===== src/rtl/uart_pkg.sv =====
// Shared definitions for the memory-mapped UART transmitter: register offsets,
// status bit positions, FSM encoding and the divisor clamp.
package uart_pkg;

  localparam logic [1:0] REG_TXDATA = 2'd0;
  localparam logic [1:0] REG_STATUS = 2'd1;
  localparam logic [1:0] REG_DIV    = 2'd2;

  localparam int BUSY  = 0;
  localparam int FULL  = 1;
  localparam int EMPTY = 2;
  localparam int OVF   = 3;

  localparam logic [15:0] DEFAULT_DIV = 16'd434;

  typedef enum logic [1:0] {
    IDLE  = 2'd0,
    START = 2'd1,
    DATA  = 2'd2,
    STOP  = 2'd3
  } tx_state_e;

  // A divisor below 2 cannot form a bit period, so it is clamped.
  function automatic logic [15:0] eff_div(input logic [15:0] d);
    return (d < 16'd2) ? 16'd2 : d;
  endfunction

endpackage


===== src/rtl/uart_tx_io_16_if.sv =====
// CPU bus seen by the UART: address, write data, write strobe and read data.
interface uart_tx_io_16_if;
  logic [15:0] addr;
  logic [15:0] din;
  logic [15:0] dout;
  logic        we;

  modport master (output addr, output din, output we, input dout);
  modport slave  (input addr, input din, input we, output dout);
endinterface


===== src/rtl/sync_fifo.sv =====
// Single-clock FIFO with first-word-fall-through output; pushes into a full
// FIFO and pops from an empty one are ignored.
module sync_fifo #(
  parameter int WIDTH = 8,
  parameter int AW    = 3
) (
  input  logic             clk,
  input  logic             reset,
  input  logic             push,
  input  logic             pop,
  input  logic [WIDTH-1:0] data_in,
  output logic [WIDTH-1:0] data_out,
  output logic [AW:0]      count,
  output logic             full,
  output logic             empty
);

  localparam int DEPTH = 1 << AW;
  localparam logic [AW:0] FULL_COUNT = {1'b1, {AW{1'b0}}};

  logic [WIDTH-1:0] mem [DEPTH];
  logic [AW-1:0]    wr_ptr;
  logic [AW-1:0]    rd_ptr;
  logic             do_push;
  logic             do_pop;

  assign full     = (count == FULL_COUNT);
  assign empty    = (count == '0);
  assign do_push  = push && !full;
  assign do_pop   = pop && !empty;
  assign data_out = mem[rd_ptr];

  always_ff @(posedge clk) begin
    if (do_push) mem[wr_ptr] <= data_in;
  end

  // Pointers wrap naturally; count carries the extra bit to tell full from empty.
  always_ff @(posedge clk or posedge reset) begin
    if (reset) begin
      wr_ptr <= '0;
      rd_ptr <= '0;
      count  <= '0;
    end else begin
      if (do_push) wr_ptr <= wr_ptr + 1'b1;
      if (do_pop)  rd_ptr <= rd_ptr + 1'b1;
      case ({do_push, do_pop})
        2'b10:   count <= count + 1'b1;
        2'b01:   count <= count - 1'b1;
        default: ;
      endcase
    end
  end

endmodule


===== src/rtl/uart_tx_io_16.sv =====
// Memory-mapped 8N1 UART transmitter: CPU writes bytes into a TX FIFO and
// the FSM serialises them on txd at a programmable baud divisor.
module uart_tx_io_16 #(
  parameter logic [15:0] BASE_ADDR   = 16'h5000,
  parameter logic [15:0] DEFAULT_DIV = uart_pkg::DEFAULT_DIV,
  parameter int          FIFO_AW     = 3
) (
  input  logic            clk,
  input  logic            reset,
  uart_tx_io_16_if.slave  bus,
  output logic            txd
);

  import uart_pkg::*;

  logic               hit;
  logic [1:0]         offset;
  logic               wr_txdata;
  logic               wr_status;
  logic               wr_div;
  logic               fifo_pop;
  logic [7:0]         fifo_dout;
  logic [FIFO_AW:0]   fifo_count;
  logic               fifo_full;
  logic               fifo_empty;
  logic [15:0]        div_reg;
  logic               ovf;
  logic               busy;
  logic [7:0]         status;

  tx_state_e          state;
  logic [7:0]         shift;
  logic [15:0]        baud_cnt;
  logic [15:0]        bit_div;
  logic [2:0]         bit_idx;
  logic               bit_end;

  assign hit       = (bus.addr[15:2] == BASE_ADDR[15:2]);
  assign offset    = bus.addr[1:0];
  assign wr_txdata = bus.we && hit && (offset == REG_TXDATA);
  assign wr_status = bus.we && hit && (offset == REG_STATUS);
  assign wr_div    = bus.we && hit && (offset == REG_DIV);

  assign busy     = (state != IDLE);
  assign bit_end  = (baud_cnt == bit_div - 16'd1);
  assign fifo_pop = !fifo_empty && ((state == IDLE) || (state == STOP && bit_end));

  sync_fifo #(.WIDTH(8), .AW(FIFO_AW)) u_fifo (
    .clk      (clk),
    .reset    (reset),
    .push     (wr_txdata),
    .pop      (fifo_pop),
    .data_in  (bus.din[7:0]),
    .data_out (fifo_dout),
    .count    (fifo_count),
    .full     (fifo_full),
    .empty    (fifo_empty)
  );

  // Overflow is judged on the pre-edge full flag, matching the FIFO's drop.
  always_ff @(posedge clk or posedge reset) begin
    if (reset) begin
      div_reg <= DEFAULT_DIV;
      ovf     <= 1'b0;
    end else begin
      if (wr_div) div_reg <= bus.din;
      if (wr_txdata && fifo_full) ovf <= 1'b1;
      else if (wr_status && bus.din[OVF]) ovf <= 1'b0;
    end
  end

  // The divisor is captured at frame start so DIV writes only affect later frames.
  always_ff @(posedge clk or posedge reset) begin
    if (reset) begin
      state    <= IDLE;
      shift    <= '0;
      baud_cnt <= '0;
      bit_idx  <= '0;
      bit_div  <= eff_div(DEFAULT_DIV);
      txd      <= 1'b1;
    end else begin
      case (state)
        IDLE: begin
          if (!fifo_empty) begin
            shift    <= fifo_dout;
            baud_cnt <= '0;
            bit_idx  <= '0;
            bit_div  <= eff_div(div_reg);
            txd      <= 1'b0;
            state    <= START;
          end
        end
        START: begin
          if (bit_end) begin
            baud_cnt <= '0;
            txd      <= shift[0];
            state    <= DATA;
          end else begin
            baud_cnt <= baud_cnt + 16'd1;
          end
        end
        DATA: begin
          if (bit_end) begin
            baud_cnt <= '0;
            shift    <= {1'b0, shift[7:1]};
            bit_idx  <= bit_idx + 3'd1;
            if (bit_idx == 3'd7) begin
              txd   <= 1'b1;
              state <= STOP;
            end else begin
              txd <= shift[1];
            end
          end else begin
            baud_cnt <= baud_cnt + 16'd1;
          end
        end
        STOP: begin
          if (bit_end) begin
            baud_cnt <= '0;
            if (!fifo_empty) begin
              shift   <= fifo_dout;
              bit_idx <= '0;
              bit_div <= eff_div(div_reg);
              txd     <= 1'b0;
              state   <= START;
            end else begin
              state <= IDLE;
            end
          end else begin
            baud_cnt <= baud_cnt + 16'd1;
          end
        end
        default: state <= IDLE;
      endcase
    end
  end

  always_comb begin
    status        = '0;
    status[7:4]   = 4'(fifo_count);
    status[OVF]   = ovf;
    status[EMPTY] = fifo_empty;
    status[FULL]  = fifo_full;
    status[BUSY]  = busy;
  end

  always_comb begin
    bus.dout = '0;
    if (hit) begin
      case (offset)
        REG_STATUS: bus.dout = {8'h00, status};
        REG_DIV:    bus.dout = div_reg;
        default:    bus.dout = '0;
      endcase
    end
  end

endmodule


===== src/flat_wrapper.sv =====
// flat-port wrapper written by rule: the top's interface ports become plain ports
module uart_tx_io_16_flat import uart_pkg::*;
#(
  parameter logic [15:0] BASE_ADDR   = 16'h5000,
  parameter logic [15:0] DEFAULT_DIV = uart_pkg::DEFAULT_DIV,
  parameter int          FIFO_AW     = 3
)
  (clk, reset, txd, bus_addr, bus_din, bus_we, bus_dout);
  uart_tx_io_16_if bus_i ();
  input  logic clk;
  input  logic reset;
  output logic txd;
  input wire logic [$bits(bus_i.addr)-1:0] bus_addr;
  input wire logic [$bits(bus_i.din)-1:0] bus_din;
  input wire logic [$bits(bus_i.we)-1:0] bus_we;
  output wire logic [$bits(bus_i.dout)-1:0] bus_dout;
  assign bus_i.addr = bus_addr;
  assign bus_i.din = bus_din;
  assign bus_i.we = bus_we;
  assign bus_dout = bus_i.dout;
  uart_tx_io_16 #(.BASE_ADDR(BASE_ADDR), .DEFAULT_DIV(DEFAULT_DIV), .FIFO_AW(FIFO_AW)) u_core (.clk(clk), .reset(reset), .bus(bus_i), .txd(txd));
endmodule

===== config.mk =====
export PLATFORM = sky130hd
export DESIGN_NAME = uart_tx_io_16_flat
export DESIGN_NICKNAME = d
export VERILOG_FILES = /design/src/rtl/uart_pkg.sv /design/src/rtl/uart_tx_io_16_if.sv /design/src/rtl/sync_fifo.sv /design/src/rtl/uart_tx_io_16.sv /design/src/flat_wrapper.sv
export SDC_FILE = /design/constraint.sdc
export NUM_CORES = 1
export LEC_CHECK = 0
export CAP_MARGIN = 20
export CORE_MARGIN = 4
export CORE_UTILIZATION = 45
export CTS_CLUSTER_DIAMETER = 80
export CTS_CLUSTER_SIZE = 25
export DETAILED_ROUTE_END_ITERATION = 12
export SLEW_MARGIN = 10
export SYNTH_ARGS = -nofsm -noshare
export SYNTH_HDL_FRONTEND = slang
export SYNTH_SLANG_ARGS = --single-unit

===== constraint.sdc =====
create_clock -name clk -period 5.01 [get_ports clk]
set_input_delay 1.2525 -clock clk [delete_from_list [all_inputs] [get_ports clk]]
set_output_delay 1.2525 -clock clk [all_outputs]
set_load 0.1 [all_outputs]

# Yosys cells after proc, flatten, opt, wreduce, memory -nomap -nowiden
# Memories as Yosys holds them, arrays and structs flattened.
# Index checks and enable logic that the tools add are counted.
[classes] n_addsub=7 order_cmp=1 eq_ne=16 muxes=35 reduce_logical=26
[ops] operator="two-way mux 16 bit" count=6
[ops] operator="one-hot mux 16 bit (2 select lines)" count=3
[ops] operator="two-way mux 8 bit" count=3
[ops] operator="one-hot mux 8 bit (3 select lines)" count=1
[ops] operator="adder 16 x 1 -> 16 bit, second input constant" count=1
[ops] operator="equality test 16 bit" count=1
[ops] operator="less-than comparator 16 x 2 -> 1 bit, second input constant" count=1
[ops] operator="subtractor 16 x 1 -> 16 bit, second input constant" count=1
[ops] operator="equality test 14 x 13 -> 1 bit, second input constant" count=1
[ops] operator="logical AND 1 bit" count=10
[ops] operator="two-way mux 1 bit" count=10
[ops] operator="two-way mux 2 bit" count=5
[ops] operator="adder 3 x 1 -> 3 bit, second input constant" count=3
[ops] operator="two-way mux 3 bit" count=3
[ops] operator="one-hot mux 3 bit (3 select lines)" count=1
[ops] operator="equality test 2 bit, second input constant" count=4
[ops] operator="!= test 2 x 1 -> 1 bit, second input constant" count=4
[ops] operator="one-hot mux 2 bit (4 select lines)" count=1
[ops] operator="one-hot mux 4 bit (2 select lines)" count=1
[ops] operator="nonzero test 2 bit" count=4
[ops] operator="equality test 2 x 1 -> 1 bit, second input constant" count=3
[ops] operator="AND reduction 3 bit" count=2
[ops] operator="AND reduction 5 bit" count=1
[ops] operator="adder 4 x 1 -> 4 bit, second input constant" count=1
[ops] operator="12 further kinds" count=14
[totals] register_bits=73 mem_bits_rw=64 inputBits=35 out_inout_bits=17 wordCells=97 mem_count=1
[memory_table] memory="u_core.u_fifo.mem" depth=8 word_bits=8 read_ports=1 rd_clocked_by_memory_dff=0 write_ports=1 line="sync_fifo.sv:21" text="logic [WIDTH-1:0] mem [DEPTH];"

# Logic depth before layout (Yosys ltp)
[depth] ltp_word=8 depth_mapped=16

# Hierarchy
# From an unflattened synthesis, not the netlist that was laid out.
[hier_totals] hier_cells=538 hier_area_um2=7054.3
[modules_own_cells] mod="uart_tx_io_16" instances=1 cells_each=377 area_per_inst_um2=3918.8
[modules_own_cells] mod="sync_fifo" instances=1 cells_each=161 area_per_inst_um2=3135.5

# Worst setup path before layout
# No wires, ideal clock.
[synth_timing] kind="input -> output" start="input port bus_addr[0]" end="output port bus_dout[6]" arrival_time_ps=3277 t_required_ps=3758 path_slack_ps=480 stages=6 path_buffers=2 cell_sequence="inv_1 > ha_1 > clkbuf_1 > clkbuf_1 > a22oi_1 > nor2_1"
[synth_via] elab_chain_cells=3 word_cells_on_any_way=4 classes_between="2 x eq/ne; 2 x mux"
[synth_lines] item="start, declared" line="flat_wrapper.sv:13" text="input wire logic [$bits(bus_i.addr)-1:0] bus_addr;"
[synth_lines] item="equality test 2 bit or equality test 2 x 1 -> 1 bit (tied branches)" line="uart_tx_io_16.sv:150" text="case (offset)"
[synth_lines] item="one-hot mux 16 bit (2 select lines) (*)" line="uart_tx_io_16.sv:150"
[synth_lines] item="two-way mux 16 bit (*)" line="uart_tx_io_16.sv:149" text="if (hit) begin"
[synth_lines] item="end, declared" line="flat_wrapper.sv:16" text="output wire logic [$bits(bus_i.dout)-1:0] bus_dout;"
# Every way passes the cells marked *; elsewhere a longest branch is shown, timed or not.

# Worst setup path in the final report
[layout_timing] start="input port bus_addr[3]" end="output port bus_dout[6]"
[layout_via] elab_chain_cells=2
[layout_lines] item="equality test 14 x 13 -> 1 bit" line="uart_tx_io_16.sv:38" text="assign hit = (bus.addr[15:2] == BASE_ADDR[15:2]);"
[layout_lines] item="two-way mux 16 bit" line="uart_tx_io_16.sv:149"
# Every way passes these cells.

==> metrics.cfg <==
[synthesis]
syn-num-nets = 575
ys.flop_type = edfxtp_1
yosysWarningCount = 0
synth.top_cells.by_count = edfxtp_1, dfrtp_1, nand2_1
synth_xor_area_share_pct = 2.867
synth_area_per_cell_sq_um = 12.90
synth_compound_area_share_pct = 7.837
synthAdderAreaFrac_pct = 3.649
ys_top_cells_by_area = edfxtp_1, dfrtp_1, mux4_2
synth-simple-area-share_pct = 12.42
synth.most_common_cell = edfxtp_1
netlist_area_sq_um = 6721
yosysSeqAreaShare_pct = 55.98
synth_top_family_by_area = multiplexers
synth_cells = 521
async_flop_share_pct = 53.28
synth_top_area_share_pct = 28.59
synth_mux_area_share_pct = 14.76
synth-seq-cells = 137
synth_cell_types = 62
synth_edf_count = 64
yosys.area.top_type = edfxtp_1

[clocking]
cts_tree = built
clkTransAtPathRegs_ps = 60
cts_resized = 0
clk_latency_ps = 420
root_buffer = clkbuf_16
clock-sinks = 137
ctsLongestPathBuffers = 2
cts_setup_buffers = 0
cts_hold_buf = 0
cts-buffers-inserted = 17
cts_max_level = 4

[timing]
final-setup-viol-count = 0
max-slew-margin-rel_pct = 35.80
rsz0062_at_grt = false
setup_ws_ps = 770.1
setup_tns_ps = 0
tightest_slew_ps = 960.0
finalCritPeriodShare_pct = 84.63
report.final.slew_viol_count = 0
finClkSkew_ps = 8.840
final_hold_viol_count = 0
max_freq_ghz = 0.2359
fin_crit_ps = 4240

[power]
peakVddDrop_mv = 0.3101
power.leakage_nw = 3.377
p_per_area_nw_per_um2 = 471.0

[floorplan]
rows = 44
start_util_pct = 46.07
core_sq_um = 14590
dieArea_sq_um = 16960
die_w_microns = 130.2
die_y_microns = 130.2
ios = 52

[final_layout]
largest-register = u_core.u_fifo.mem
drive_gt1_share_pct = 21.27
antennaDiodeCount = 0
n_fill_cell = 1199
largest_reg_flops = 64
syn2layout_area_growth_pct = 21.30
final_nets = 638

[worst_setup_path]
crit_fanout = 10
cp.arrival_ps = 2990
cp-start-kind = input port
cp.required_ps = 3760
critical_path_class = input port to output pin
crit_path_end_kind = output pin

[detailed_routing]
drt-total-wl_microns = 13990
drtIter0Drc = 283
first_pass_iters = 4
detail-route-antenna-nets = 0
via_per_inst = 5.542
drc = 0
avgRoutedWirePerCell_microns = 17.91
num_vias = 4328

[placement]
globalplace.congestion = 0.8349
port_buffers = 51
hpwl_microns = 9839
place_ws_ps = 715.9

[global_routing]
grt_pass1_vias = 4430
gr-total-overflow = 0
grt_pass1_wl_microns = 23190
grt_start_max_net_pins = 48
grtUsageTotal_pct = 17.89
antenna_found_initial = 0

[status]
status = finished clean

[hold_path]
hp-class = flop to flop

[flow_run]
maxCapViolations = 0

worst paths after layout:
kind                              startpoint                      to  slack, ps  cells after the start
max                              bus_addr[3]             bus_dout[6]        770                      7
min                          u_core.shift[0]         u_core.shift[0]        490                      1
max reg2reg                u_core.bit_div[2]  u_core.u_fifo.count[3]        910                     14
min reg2reg                  u_core.shift[0]         u_core.shift[0]        490                      1
max in group asynchronous              reset       u_core.bit_div[5]       2820                      4
min in group asynchronous              reset         u_core.shift[4]       1200                      2
routing by layer:
metal	track usage (%)	part of all wire (%)	up-vias
met1	25.38	49	2158
met3	4.707	3.0	14
met4	5.257	0.87	0
li1	-	-	2080
met2	27.25	47	76
met5	0	0	-
critical path: stages:
cell             delay, ps
clkdlybuf4s50_1        420
nor4_1                 290
nand4_1                120
inv_1                  220
nand2_1                210
nor2_1                 260
buf_12                 210
cells by family (layout without fill, tap and decap cells):
| group | Yosys count | count (layout) |
|---|---|---|
| mux | 71 | 71 |
| compound gates | 78 | 78 |
| buf+inv | 42 | 118 |
| flops | 137 | 137 |
| simple gates | 152 | 152 |
| xor+xnor | 22 | 22 |
| fa+ha+maj | 19 | 19 |
layout make-up:
type / instances / area, sq um / area share, %
Timing Repair Buffer: 65 / 708.2 / 8.686
Inverter: 21 / 78.83 / 0.9669
Clock buffer: 17 / 425.4 / 5.218
Clock inverter: 15 / 152.6 / 1.872
Multi-Input combinational cell: 342 / 2795 / 34.28
Sequential cell: 137 / 3762 / 46.15
Tap cell: 184 / 230.2 / 2.824
power by group:
group	internal, mW	switching [mW]
sequential	1.29	0.168
clock	0.660	0.544
combinational	0.584	0.598
total	2.53	1.31
cell usage in the layout (no fill, tap or decap), types with 14 or more instances in the layout:
cell | synthesis | final
nand2_1 | 31 | 31
ha_1 | 18 | 18
edfxtp_1 | 64 | 64
mux4_2 | 16 | 16
mux2i_1 | 14 | 14
mux2_2 | 18 | 18
nor2_1 | 30 | 30
a21oi_1 | 20 | 19
mux2_1 | 15 | 15
inv_1 | 21 | 20
clkbuf_16 | 0 | 17
nand2b_1 | 14 | 14
clkdlybuf4s50_1 | 0 | 35
buf_4 | 0 | 20
and3_1 | 19 | 19
dfrtp_1 | 62 | 62
per-stage QoR:
stage | power, mW | std cells | cell area, sq um | hold WS (ps) | utilization, %
6_report | 3.840 | 781 | 8153 | 487.5 | 55.88
5_1_grt | 4.068 | 781 | 8153 | 508.8 | 55.88
4_1_cts | 3.872 | 780 | 8133 | 496.2 | 55.75
3_5_place_dp | 2.656 | 748 | 7555 | 475.9 | 51.78
3_3_place_gp | 2.597 | 747 | 7527 | 467.7 | 51.60
2_1_floorplan | 2.369 | 521 | 6721 | 456.9 | -
Power figures use the tool's default switching activity.
